--- config.mk ---
export PLATFORM = sky130hd
export DESIGN_NAME = serial_adder
export DESIGN_NICKNAME = d
export VERILOG_FILES = /design/src/rtl/serial_adder.sv
export SDC_FILE = /design/constraint.sdc
export NUM_CORES = 1
export LEC_CHECK = 0
export ABC_CLOCK_PERIOD_IN_PS = 1400
export CAP_MARGIN = 20
export CELL_PAD_IN_SITES_DETAIL_PLACEMENT = 1
export CELL_PAD_IN_SITES_GLOBAL_PLACEMENT = 2
export CORE_MARGIN = 3
export CORE_UTILIZATION = 33
export DETAILED_ROUTE_END_ITERATION = 8
export HOLD_SLACK_MARGIN = 0.05
export PLACE_DENSITY = 0.76
export SETUP_SLACK_MARGIN = 0.15
export SLEW_MARGIN = 20
export SYNTH_ARGS = -nofsm -noshare
export SYNTH_HDL_FRONTEND = slang
export SYNTH_SLANG_ARGS = --single-unit
--- constraint.sdc ---
create_clock -name clk_i -period 1.4 [get_ports clk_i]
set_input_delay 0.28 -clock clk_i [delete_from_list [all_inputs] [get_ports clk_i]]
set_output_delay 0.28 -clock clk_i [all_outputs]
set_load 0.1 [all_outputs]
--- src/rtl/serial_adder.sv ---
// Bit-serial adder: one full-adder cell plus carry flop, LSB first, start/busy/done framed.
// Define SERIAL_ADDER_OVF_EN to add the signed-overflow output ovf_o.
module serial_adder #(
    parameter int WIDTH = 8
) (
    input  logic             clk_i,
    input  logic             rst_n_i,
    input  logic             start_i,
    input  logic [WIDTH-1:0] a_i,
    input  logic [WIDTH-1:0] b_i,
    input  logic             cin_i,
    output logic             busy_o,
    output logic             done_o,
    output logic [WIDTH-1:0] sum_o,
    output logic             cout_o
`ifdef SERIAL_ADDER_OVF_EN
    ,
    output logic             ovf_o
`endif
);

    // state | meaning
    // IDLE  | waiting for start
    // RUN   | one operand bit per cycle
    // DONE  | result valid, one-cycle done pulse
    typedef enum logic [1:0] {
        IDLE = 2'd0,
        RUN  = 2'd1,
        DONE = 2'd2
    } state_t;

    localparam int CW = $clog2(WIDTH);

    state_t           state_q, state_d;
    logic [WIDTH-1:0] a_q, b_q, psum_q, sum_q;
    logic [CW-1:0]    cnt_q;
    logic             c_q, cout_q;
    logic             s_bit, c_nxt, last_bit, accept;
    logic [WIDTH-1:0] psum_nxt;

    assign s_bit    = a_q[0] ^ b_q[0] ^ c_q;
    assign c_nxt    = (a_q[0] & b_q[0]) | (c_q & (a_q[0] ^ b_q[0]));
    assign psum_nxt = {s_bit, psum_q[WIDTH-1:1]};
    assign last_bit = (cnt_q == CW'(WIDTH - 1));
    assign accept   = start_i && (state_q != RUN);

    always_ff @(posedge clk_i or negedge rst_n_i) begin
        if (!rst_n_i) begin
            state_q <= IDLE;
        end else begin
            state_q <= state_d;
        end
    end

    always_comb begin
        state_d = state_q;
        case (state_q)
            IDLE:    if (start_i) state_d = RUN;
            RUN:     if (last_bit) state_d = DONE;
            DONE:    state_d = start_i ? RUN : IDLE;
            default: state_d = IDLE;
        endcase
    end

    always_comb begin
        busy_o = 1'b0;
        done_o = 1'b0;
        case (state_q)
            RUN:     busy_o = 1'b1;
            DONE:    done_o = 1'b1;
            default: ;
        endcase
    end

    // Sum/Cout are hold registers: they only change on the last RUN bit.
    always_ff @(posedge clk_i or negedge rst_n_i) begin
        if (!rst_n_i) begin
            a_q    <= '0;
            b_q    <= '0;
            c_q    <= 1'b0;
            psum_q <= '0;
            cnt_q  <= '0;
            sum_q  <= '0;
            cout_q <= 1'b0;
        end else if (accept) begin
            a_q    <= a_i;
            b_q    <= b_i;
            c_q    <= cin_i;
            psum_q <= '0;
            cnt_q  <= '0;
        end else if (state_q == RUN) begin
            a_q    <= a_q >> 1;
            b_q    <= b_q >> 1;
            c_q    <= c_nxt;
            psum_q <= psum_nxt;
            cnt_q  <= cnt_q + CW'(1);
            if (last_bit) begin
                sum_q  <= psum_nxt;
                cout_q <= c_nxt;
            end
        end
    end

    assign sum_o  = sum_q;
    assign cout_o = cout_q;

`ifdef SERIAL_ADDER_OVF_EN
    logic ovf_q;

    // On the last bit c_q is the carry into the MSB and c_nxt the carry out of it.
    always_ff @(posedge clk_i or negedge rst_n_i) begin
        if (!rst_n_i) begin
            ovf_q <= 1'b0;
        end else if (!accept && state_q == RUN && last_bit) begin
            ovf_q <= c_q ^ c_nxt;
        end
    end

    assign ovf_o = ovf_q;
`endif

endmodule

# == Word-level counts from Yosys, hierarchy flattened ==
# Index checks and enable logic that the tools add are counted.
# op_classes
add_sub_neg,1
mux,16
n_eq_ne,6
bitwise_logic,6
reduce_logical,5
# op_table
op,count
8-bit two-way mux,6
3-bit two-way mux,2
2-bit case mux with 3 select lines,1
1-bit two-way mux,5
2-bit two-way mux,2
"2-bit != test, second input constant",2
"3-bit by 1-bit adder with 3-bit output, second input constant",1
"3-bit == test, second input constant",1
3-bit AND reduction,1
1-bit AND,2
"2-bit by 1-bit == test with 1-bit output, second input constant",1
"2-bit == test, second input constant",1
2-bit logical NOT,1
"2-bit by 1-bit != test with 1-bit output, second input constant",1
2-bit AND reduction,1
2-bit nonzero test,1
1-bit XOR,2
1-bit logical AND,1
1-bit NOT,1
1-bit OR,1
# totals
wordCells,42
input_bits,20
regBits,39

# == Depth between registers and ports, before layout ==
# depth
ltp_word,5
depth_mapped,5
ltp_nobuf,4

# == Least setup slack after synthesis ==
# No wires, ideal clock.
# synth_path
path_kind,register to output
startpoint,register state_q[0]
endpoint,output port done_o
setup_slack_ps,-612
stages_incl_launch_ff,2
path_buffers,0
required_time_ps,1120
arrival_ps,1732
cell_sequence,dfrtp_1 nor2b_1
# synth_via
elab_chain_cells,2
# synth_lines
element,line_no,text
from (decl),34,"state_t state_q, state_d;"
from (signal assigned),51,state_q <= state_d;
2-bit == test,68,case (state_q)
1-bit two-way mux,68,
to (decl),13,"output logic done_o,"
# No other way between the ends.

# == Worst setup path after layout ==
# layout_path
startpoint,register cnt_q[1]
endpoint,"register sum_q[3], in the netlist sum_o[3]"
# layout_via
elab_chain_cells,2
# layout_lines
element,line_no,text
from (decl),36,logic [CW-1:0] cnt_q;
from (signal assigned),96,cnt_q <= cnt_q + CW'(1);
3-bit == test,44,assign last_bit = (cnt_q == CW'(WIDTH - 1));
3-bit AND reduction (no source line),--,
to (signal assigned),98,sum_q <= psum_nxt;
to (decl),35,"logic [WIDTH-1:0] a_q, b_q, psum_q, sum_q;"
# No other way between the ends.
# A chain may end at the register's enable or synchronous reset.

==> results <==
## stage by stage
step / utilization / total power [mW] / setup slack [ns] / hold WS [ns] / cell area (µm²)
floorplan: - / 4.15 / -0.0864 / -0.0156 / 1870
global placement: 0.462 / 4.99 / -0.289 / 0.262 / 2390
detailed placement: 0.462 / 5.13 / -0.326 / 0.266 / 2390
CTS: 0.500 / 6.06 / -0.0696 / 0.504 / 2590
global route: 0.535 / 6.96 / -0.121 / 0.527 / 2770
finish: 0.535 / 6.64 / -0.0650 / 0.495 / 2770
## metal layers
layer / vias to the layer above / GRT usage / share of wire
met3: 5 / 0.0406 / 0.038
li1: 511 / - / -
met1: 586 / 0.161 / 0.44
met4: 0 / 0.0304 / 0.0087
met5: - / 0 / 0
met2: 28 / 0.215 / 0.51
## final timing paths
path	start	endpoint	slack (ns)	depth (start not counted)
setup / recovery	cnt_q[1]$_DFFE_PN0P_	sum_o[3]$_DFFE_PN0P_	-0.06	5
setup reg to reg	cnt_q[1]$_DFFE_PN0P_	sum_o[3]$_DFFE_PN0P_	-0.06	5
hold / removal	rst_n_i	psum_q[6]$_DFFE_PN0P_	0.50	3
max in group asynchronous	rst_n_i	psum_q[1]$_DFFE_PN0P_	0.71	3
hold reg to reg	b_q[3]$_DFFE_PN0P_	b_q[2]$_DFFE_PN0P_	0.51	1
min in group clk_i	b_q[3]$_DFFE_PN0P_	b_q[2]$_DFFE_PN0P_	0.51	1
## cells in the mapped netlist
master    instances
nand3b_1          1
inv_1             3
mux2_2           34
ha_1              2
o22ai_1           1
nand2b_1          2
mux2_4           14
buf_2             3
buf_12            1
nor2_1            2
nor2b_1          10
fa_1              1
buf_6             3
mux2i_1           3
dfrtp_1          38
## layout by cell type, fill, tap and decap left out
cell | synthesis | routed
ha_4 | 0 | 1
inv_1 | 3 | 2
o22ai_1 | 1 | 1
nor2_1 | 2 | 2
mux2i_1 | 3 | 3
clkbuf_16 | 0 | 2
clkinvlp_4 | 0 | 1
ha_2 | 0 | 1
nor2b_4 | 0 | 1
bufbuf_16 | 0 | 1
buf_2 | 3 | 1
fa_2 | 0 | 1
mux2_4 | 14 | 38
clkdlybuf4s50_1 | 0 | 17
clkdlybuf4s15_1 | 0 | 1
dfrtp_1 | 38 | 38
dlygate4sd3_1 | 0 | 1
nand2b_4 | 0 | 1
nor2b_1 | 10 | 9
nand3b_1 | 1 | 1
clkbuf_8 | 0 | 6
mux2_2 | 34 | 10
buf_6 | 3 | 5
buf_4 | 0 | 9
buf_12 | 1 | 17
nand2b_1 | 2 | 1
## cell type report
| type | instances | area (µm²) |
|---|---|---|
| fill | 494 | 2410 |
| multi-input combinational | 70 | 887 |
| clock buffer | 6 | 82.6 |
| inverter | 3 | 15.0 |
| sequential | 38 | 951 |
| timing repair buffer | 54 | 742 |
| tap | 70 | 87.6 |
## logic make-up after synthesis
logic type | after synthesis | synth area share
compound gates | 1 | 0.00349
fa+ha+maj | 3 | 0.0251
buf+inv | 10 | 0.0446
flops | 38 | 0.530
mux | 51 | 0.347
simple gates | 15 | 0.0502
## sequential cells by signal, indices dropped and copies added (netlist names)
register  cells
b_q           8
c_q           1
cnt_q         3
state_q       2
cout_o        1
a_q           8
sum_o         8
psum_q        7
## where the power goes
part	internal (mW)	total [mW]	switching, mW
Clock	0.380	0.751	0.371
Sequential	1.58	1.96	0.384
Combinational	2.16	3.93	1.77
Total	4.12	6.64	2.53
## critical path: cells and delay by family (launching register included)
kind / cells / cell delay (ns)
fa+ha+maj: 2 / 0.36
buf+inv: 1 / 0.16
flops: 1 / 0.39
mux: 1 / 0.30
simple gates: 1 / 0.15
## what timing repair did
| action | 4_1_cts | 5_1_grt |
|---|---|---|
| cloned | 1 | 2 |
| endpoints found under the hold margin | 38 | 0 |
| setup endpoints to repair | 35 | 29 |
| pin swaps | 1 | 0 |
| setup buffers | 5 | 5 |
| hold buffers | 1 | 0 |
| resized for setup | 9 | 23 |
==> metrics <==
run status=finished with violations; failing checks=negative setup slack; Mapped Nets=~140; PwrDens=approximately 2400 nW/µm²; input/output buffers=30; mapped cell area=~1800 µm²; CTS Root Buffer Type=clkbuf_8; GRT overflow=0; Period Utilization, post-route=1.05; unrepaired setup endpoints after global routing=true; register area share after synthesis=0.530; clock latency on the worst-skew pair=0.29 ns; core region area=just over 5000 µm²; routed length per placed instance=about 17 µm; CTS tree=done; CTS buffer count=5; DP HPWL=2.49 mm; Layout area overhead=54.0%; worst rel slew slack=0.861; Area contributors post-synth=dfrtp_1, mux2_2, mux2_4; count of different cell masters after synthesis=15; share of the synthesized area in the top cell type=0.530; vias in the first global route=~1.3k; final worst setup slack=-0.0650 ns; number of diodes=0; worst vdd ir=~840 µV; Die Span Y=approximately 80 µm; clk_skew=0.00452 ns; Slew @ Worst Pin=approximately 0.21 ns; slowest cell delay on critical path=roughly 0.4 ns; DRT iter0 DRCs=between 50 and 60; Worst Setup Start Kind=register; Rows=26; Syn. warnings=0; critical path class=register to register; Initial Util=0.347; CP Capture Type=register; CP Cell Sequence=ha_2 > ha_4 > nand3b_1 > buf_12 > mux2_4; placed insts=between 200 and 250; total negative setup slack=-0.582 ns; Slew Viols, Final=0; Max clock buf depth=2; CP arrival=approximately 1.6 ns; Final Hold Vio Count=0; FF+latch count, synth=38; vias per cell=approximately 4.7; I/O Pins=31; Synth Instances=around 120; maxcap violations=0; final setup vio count=11; LEAKAGE=approximately 1.3 nW; Worst-path clk slew=around 0.07 ns; area leader, netlist=dfrtp_1; final wirelength=just over 4 mm; Tmin final=approximately 1.5 ns; Pre-antenna DRT Iters=2; first-pass GRT wire length=between 6 and 7 mm; H-tree Lvls=2; worst-path maximum fanout=8; gp weighted congestion=0.704; hold crit path type=primary input to async pin; worst endpoint required time=about 1.6 ns; antenna-violating nets left=0; die area=6360 µm²; Die X=between 70 and 80 µm; largest net degree at the start of global routing=39; Max Freq=slightly below 700 MHz; clock sink total=38; DRC=0; syn avg cell area=roughly 15 µm²; slowest cell on the critical path=dfrtp_1; initial antenna violation count=0; Post-Layout Cell Count=241; share of cells above drive strength 1=0.556; vias=~1.1k; nets=a little under 200; GRT Total Usage=0.128
(Power assumes the default switching activity.)
